### src/rtl/dbg_sipo_pkg.sv
// Shared definitions for the debug SIPO deserialiser.
//   st_e       : frame-alignment state (ST_IDLE unaligned, ST_ACT aligned)
//   tflog2     : ceil(log2(n)), never below 1, used to size the beat counter
//   width_ok   : build-time legality of an (ODAT_B, IDAT_B) pair
package dbg_sipo_pkg;

  typedef enum logic {
    ST_IDLE = 1'b0,
    ST_ACT  = 1'b1
  } st_e;

  function automatic int tflog2(input int n);
    int r;
    r = 1;
    for (int i = 1; i < 32; i++)
      if ((1 << i) < n) r = i + 1;
    return r;
  endfunction

  // The word must split into a whole number of beats.
  function automatic bit width_ok(input int odat_b, input int idat_b);
    return (idat_b > 0) && (odat_b >= idat_b) && ((odat_b % idat_b) == 0);
  endfunction

endpackage

### src/rtl/dbg_sipo_asm.sv
// Word assembler: beat counter, assembly buffer and beat-position mux.
//   wr      : accept the beat in dat this cycle
//   restart : place this beat at position 0 regardless of cnt
//   dat     : beat data
//   cnt     : next beat position (0..NBEAT-1)
//   done    : the beat being written completes a word
//   word    : buffer contents with the current beat merged in
module dbg_sipo_asm
  import dbg_sipo_pkg::*;
#(
  parameter int IDAT_B    = 2,
  parameter int NBEAT     = 16,
  parameter int CNT_B     = 4,
  parameter int MSB_FIRST = 0
) (
  input  logic                    clk,
  input  logic                    rst,
  input  logic                    wr,
  input  logic                    restart,
  input  logic [IDAT_B-1:0]       dat,
  output logic [CNT_B-1:0]        cnt,
  output logic                    done,
  output logic [NBEAT*IDAT_B-1:0] word
);

  localparam logic [CNT_B-1:0] LAST = CNT_B'(NBEAT - 1);

  logic [CNT_B-1:0]                 pos;
  logic [CNT_B-1:0]                 lane;
  logic [CNT_B-1:0]                 cnt_nxt;
  logic [NBEAT-1:0][IDAT_B-1:0]     asm_q;
  logic [NBEAT-1:0][IDAT_B-1:0]     merged;

  assign pos     = restart ? '0 : cnt;
  // MSB-first streams fill the buffer from the top lane downward.
  assign lane    = (MSB_FIRST != 0) ? (LAST - pos) : pos;
  assign done    = wr && (pos == LAST);
  assign cnt_nxt = done ? '0 : (pos + CNT_B'(1));

  for (genvar k = 0; k < NBEAT; k++) begin : g_lane
    assign merged[k] = (wr && (lane == CNT_B'(k))) ? dat : asm_q[k];
  end

  // The buffer is never cleared between words: stale lanes are always
  // overwritten before a completion can expose them.
  fflopknx #(.W(NBEAT*IDAT_B)) u_asm (
    .clk(clk), .rst(rst), .en(wr), .d(merged), .q(asm_q)
  );

  fflopknx #(.W(CNT_B)) u_cnt (
    .clk(clk), .rst(rst), .en(wr), .d(cnt_nxt), .q(cnt)
  );

  assign word = merged;

endmodule

### src/rtl/fflopknx.sv
// Enabled flop cell with synchronous active-low clear.
//   clk : rising-edge clock
//   rst : synchronous clear, active low (wins over en)
//   en  : load enable
//   d/q : data in / registered data out
module fflopknx #(
  parameter int W = 1
) (
  input  logic         clk,
  input  logic         rst,
  input  logic         en,
  input  logic [W-1:0] d,
  output logic [W-1:0] q
);

  always_ff @(posedge clk) begin
    if (!rst)   q <= '0;
    else if (en) q <= d;
  end

endmodule

### src/rtl/dbg_sipo_frame.sv
// Debug serial-in/parallel-out deserialiser with frame-start alignment.
//   clk, rst : clock, synchronous active-low reset
//   ivld     : beat valid (iena/idat ignored when low)
//   iena     : frame start, marks beat 0 of a word
//   idat     : beat data
//   odat     : last completed word, held until the next completion
//   ovld     : one-cycle pulse with each new odat
//   oerr     : one-cycle pulse on a truncated frame
//   osync    : high while frame-aligned
module dbg_sipo_frame
  import dbg_sipo_pkg::*;
#(
  parameter int ODAT_B    = 32,
  parameter int IDAT_B    = 2,
  parameter int MSB_FIRST = 0
) (
  input  logic              clk,
  input  logic              rst,
  input  logic              ivld,
  input  logic              iena,
  input  logic [IDAT_B-1:0] idat,
  output logic [ODAT_B-1:0] odat,
  output logic              ovld,
  output logic              oerr,
  output logic              osync
);

  localparam int NBEAT = ODAT_B / IDAT_B;
  localparam int CNT_B = tflog2(NBEAT);

  if (!width_ok(ODAT_B, IDAT_B)) begin : g_bad_width
    $error("dbg_sipo_frame: ODAT_B must be a multiple of IDAT_B");
  end

  // Input stage: pad-facing registers, nothing decided before them.
  logic [IDAT_B+1:0] stg_q;
  logic              s_vld;
  logic              s_ena;
  logic [IDAT_B-1:0] s_dat;

  fflopknx #(.W(IDAT_B+2)) u_stage (
    .clk(clk), .rst(rst), .en(1'b1), .d({ivld, iena, idat}), .q(stg_q)
  );

  assign s_vld = stg_q[IDAT_B+1];
  assign s_ena = stg_q[IDAT_B];
  assign s_dat = stg_q[IDAT_B-1:0];

  // FSM
  logic              st_q;
  st_e               state;
  st_e               st_nxt;
  logic              wr;
  logic              restart;
  logic              err;
  logic [CNT_B-1:0]  cnt;
  logic              done;
  logic [ODAT_B-1:0] word;

  assign state = st_e'(st_q);

  fflopknx #(.W(1)) u_state (
    .clk(clk), .rst(rst), .en(1'b1), .d(st_nxt), .q(st_q)
  );

  always_comb begin
    st_nxt  = state;
    wr      = 1'b0;
    restart = 1'b0;
    err     = 1'b0;
    if (s_vld) begin
      unique case (state)
        ST_IDLE: begin
          if (s_ena) begin
            wr      = 1'b1;
            restart = 1'b1;
            st_nxt  = ST_ACT;
          end
        end
        ST_ACT: begin
          wr = 1'b1;
          // A frame start mid-word truncates the partial word; the marker
          // beat itself becomes beat 0 of the next word.
          if (s_ena && (cnt != '0)) begin
            restart = 1'b1;
            err     = 1'b1;
          end
        end
        default: ;
      endcase
    end
  end

  dbg_sipo_asm #(
    .IDAT_B(IDAT_B), .NBEAT(NBEAT), .CNT_B(CNT_B), .MSB_FIRST(MSB_FIRST)
  ) u_asm (
    .clk(clk), .rst(rst), .wr(wr), .restart(restart), .dat(s_dat),
    .cnt(cnt), .done(done), .word(word)
  );

  // Output registers
  logic [1:0] flg_q;

  fflopknx #(.W(ODAT_B)) u_odat (
    .clk(clk), .rst(rst), .en(done), .d(word), .q(odat)
  );

  fflopknx #(.W(2)) u_flags (
    .clk(clk), .rst(rst), .en(1'b1), .d({done, err}), .q(flg_q)
  );

  assign ovld  = flg_q[1];
  assign oerr  = flg_q[0];
  assign osync = (state == ST_ACT);

endmodule

### config.mk
export PLATFORM = sky130hd
export DESIGN_NAME = dbg_sipo_frame
export DESIGN_NICKNAME = d
export VERILOG_FILES = /design/src/rtl/dbg_sipo_pkg.sv /design/src/rtl/dbg_sipo_asm.sv /design/src/rtl/fflopknx.sv /design/src/rtl/dbg_sipo_frame.sv
export SDC_FILE = /design/constraint.sdc
export NUM_CORES = 1
export LEC_CHECK = 0
export CAP_MARGIN = 0
export CORE_ASPECT_RATIO = 0.75
export CORE_MARGIN = 4
export CORE_UTILIZATION = 30
export CTS_BUF_LIST = sky130_fd_sc_hd__clkbuf_8
export CTS_CLUSTER_DIAMETER = 60
export DETAILED_ROUTE_END_ITERATION = 10
export PLACE_DENSITY_LB_ADDON = 0.3
export SLEW_MARGIN = 20
export SYNTH_ARGS = -nofsm -noshare
export SYNTH_HDL_FRONTEND = slang
export SYNTH_SLANG_ARGS = --single-unit
### constraint.sdc
create_clock -name clk -period 6.8 [get_ports clk]
set_input_delay 0.68 -clock clk [delete_from_list [all_inputs] [get_ports clk]]
set_output_delay 0.68 -clock clk [all_outputs]
set_load 0.01 [all_outputs]
==> metrics.txt <==
Seq/Total Area, Yosys=45.7%; Placement Cell Area=0.00495 mm²; Pleak=1.94 nW; CTS sink count=101; design area=0.00518 mm²; total wire length=11.8 mm; reg-to-reg setup timing slack=1.77 ns; Arr. time, crit path=5.29 ns; DP HPWL=8.09 mm; Antenna diodes=0; aggregate global-route resource usage=14.2%; Die Height=113 µm; timing-limited maximum frequency=0.199 GHz; startpoint class of the critical path=flip-flop; Tcrit/Tclk final=74.0%; vias in the first global route=3801; Fin. Hold Viols=0; Flop pwr share=55.9%; Synth Register Bits=101; pwr/cell area=207 mW/mm²; largest net degree at the start of global routing=60; combinational fraction of design power=3.6%; Area Overhead vs Synth=17.3%; worst slew pin tran=1.06 ns; Mean Syn Cell Area=8.34 µm²; Longest Clk Path Bufs=2; Congestion Overflow GR=0; top_reg_cell synth=dfxtp_1; Synth Net Count=540; initial DRC count=351; Min-Delay Startpoint=u_odat.q[15]$_SDFFE_PN0P_; Post-DRT Antenna Nets=0; Clock transition at path regs=0.10 ns; clock latency on the worst-skew pair=0.37 ns; Die Span X=148 µm; Post-Route Utilization=35.9%; Min-Delay Path Depth=2; Critical Path RT=7.06 ns; vias post-DR=3933; CTS tree=built; cell row count=38; Crit Path Class=reg -> reg; fraction of layout instances using a drive strength above 1=5.95%; Sum Neg Setup Slack=0 ns; synth top area cells=dfxtp_1, mux2i_1, nand2_1, a21oi_1, nand3_1; number of post-CTS setup repair buffers=0; Register-to-Register Path Depth=14; status=finished, final reports clean; Crit Path Max Fanout=30; met2 WL=5.01 mm; wire per inst=15.6 µm; Endpoint, Worst Hold=u_odat.q[15]$_SDFFE_PN0P_; highest routed layer=met4; Via density=5.21; kind of end point of the critical path=flip-flop; first-pass GRT wire length=19.3 mm; internal power=0.000818 W; Worst Skew=0.0106 ns; maximum VDD drop=0.116 mV; # DRC=0; origin of the critical flop-to-flop path=u_asm.u_cnt.q[8]$_SDFFE_PN0P_; Sw Share=23.7%; R2R Path End=u_asm.u_cnt.q[26]$_SDFFE_PN0P_; Final setup viols=0; count of hold buffers inserted by post-cts repair=0; GPL Wtd Cong=0.872; Root Buffer=clkbuf_8; Psw=0.000254 W; Synth top area share=45.7%; Post-synth EDFFs=0; Synth Warn #=0; I/O Buffers=40; die area=0.0168 mm²; RSZ-0062 raised after global routing=no; initial antenna violation count=0; fin crit period=5.03 ns; core area=0.0145 mm²; I/O Pins=41; post-cts resize count=0; Routed met1 length=5.95 mm; Yosys top cell by area=dfxtp_1; Yosys cell types=50; clock share of power=40.5%; total CTS buffers=9; max-slew violation count=0; Slew headroom=29.2%; HP Class=reg -> reg; DR WL met3=663 µm; 1st-pass router iterations=5; ys async rst share=0%; initial core utilization=30.6%; cells after synthesis=530; CTS H-Tree Depth=3; Synth Cell Area=0.00442 mm²; Final nets=560; max-cap check violation count=0
logic make-up after synthesis:
family                   count (synthesis)  synth area share, %
AO/OA/AOI/OAI                          120                 16.6
flip-flops                             101                 45.7
AND/OR/NAND/NOR                        232                 25.6
adder cells (fa/ha/maj)                  4                 1.13
multiplexers                            30                 6.79
buffers and inverters                   43                 4.08
critical path: stages, from the launching register on:
cell and delay, ns:
dfxtp_1 0.37, nor4_1 0.50, nand4_2 0.39, or3_1 0.63, nand2_1 0.26, nand2_1 0.14, inv_1 0.10, ha_1 0.29
nand3_1 0.19, or4_4 0.50, nor3_4 0.64, buf_4 0.41, a21oi_1 0.17, a31oi_1 0.22, o21ai_0 0.09
placed cells by master, fill, tap and decap left out, types with 9 or more instances in the layout:
cell,n
nand2_1,75
clkbuf_8,9
clkdlybuf4s50_1,40
a31oi_1,12
a21oi_1,51
and3_1,10
dfxtp_1,101
mux2i_1,30
inv_1,9
nor3_1,13
o21ai_0,25
nor4_1,15
nand3_1,33
nor2_1,42
nand4_1,11
synthesized netlist by cell type (2+ instances only):
cell,number
a211o_1,3
a21boi_0,2
a21oi_1,52
a31o_2,2
a31oi_1,12
a41oi_1,2
and2_1,6
and3_1,10
and4_1,3
buf_2,9
clkbuf_1,23
dfxtp_1,101
ha_1,4
inv_1,9
mux2i_1,30
nand2_1,75
nand2b_1,4
nand3_1,33
nand4_1,11
nor2_1,42
nor2b_1,2
nor3_1,13
nor4_1,15
o2111ai_1,2
o21a_1,2
o21ai_0,26
o311ai_0,3
o31ai_1,2
or2_2,3
or3_1,6
or4_1,4
power by group through the flow:
| stage | registers [W] | clock network, W | logic [W] |
|---|---|---|---|
| 5_1_grt | 0.000600 | 0.000470 | 0.0000431 |
| 4_1_cts | 0.000599 | 0.000448 | 0.0000387 |
| 3_3_place_gp | 0.000613 | 0 | 0.0000381 |
| 2_1_floorplan | 0.000609 | 0 | 0.0000286 |
| 6_report | 0.000599 | 0.000434 | 0.0000390 |
| 3_5_place_dp | 0.000613 | 0 | 0.0000386 |
worst max-delay path by stage:
| stage | from | to | slack (ns) | cells past startpoint |
|---|---|---|---|---|
| finish | u_asm.u_cnt.q[8]$_SDFFE_PN0P_ | u_asm.u_cnt.q[26]$_SDFFE_PN0P_ | 1.77 | 14 |
| global route | u_asm.u_cnt.q[8]$_SDFFE_PN0P_ | u_asm.u_cnt.q[11]$_SDFFE_PN0P_ | 1.53 | 14 |
| CTS | u_asm.u_cnt.q[8]$_SDFFE_PN0P_ | u_asm.u_cnt.q[26]$_SDFFE_PN0P_ | 1.88 | 14 |
| detailed placement | u_asm.u_cnt.q[8]$_SDFFE_PN0P_ | u_asm.u_cnt.q[11]$_SDFFE_PN0P_ | 1.91 | 14 |
| global placement | u_asm.u_cnt.q[8]$_SDFFE_PN0P_ | u_asm.u_cnt.q[11]$_SDFFE_PN0P_ | 2.07 | 14 |
| floorplan | u_asm.u_cnt.q[21]$_SDFFE_PN0P_ | u_asm.u_cnt.q[20]$_SDFFE_PN0P_ | 3.21 | 15 |
state kept, by name, summed over array words and instances, names as in the netlist:
| signal | cells |
|---|---|
| u_asm.u_asm.q | 30 |
| u_state.q | 1 |
| u_asm.u_cnt.q | 32 |
| u_stage.q | 4 |
| u_flags.q | 2 |
| u_odat.q | 32 |
layer usage:
metal  track usage, %  vias up
met3             3.76        9
li1                 -     1952
met2             21.4      121
met1             20.3     1851
met4             3.51        0
met5                0        -
final cells by class:
| type | count | area [µm²] |
|---|---|---|
| clock buffers | 9 | 124 |
| clock inverters | 7 | 104 |
| fillers | 1522 | 9270 |
| inverters | 10 | 37.5 |
| multi-input cells | 386 | 2230 |
| flip-flops and latches | 101 | 2020 |
| well taps | 200 | 250 |
| repair buffers | 42 | 415 |
per-stage QoR:
stage	instances	total power (W)	worst slack, ns	hold slack (ns)
floorplan	530	0.000638	3.21	0.436
global placement	739	0.000651	2.07	0.444
detailed placement	739	0.000652	1.91	0.445
CTS	755	0.00109	1.88	0.459
global route	755	0.00111	1.53	0.484
finish	755	0.00107	1.77	0.456
Note: power is estimated with default switching activity, not from simulation.
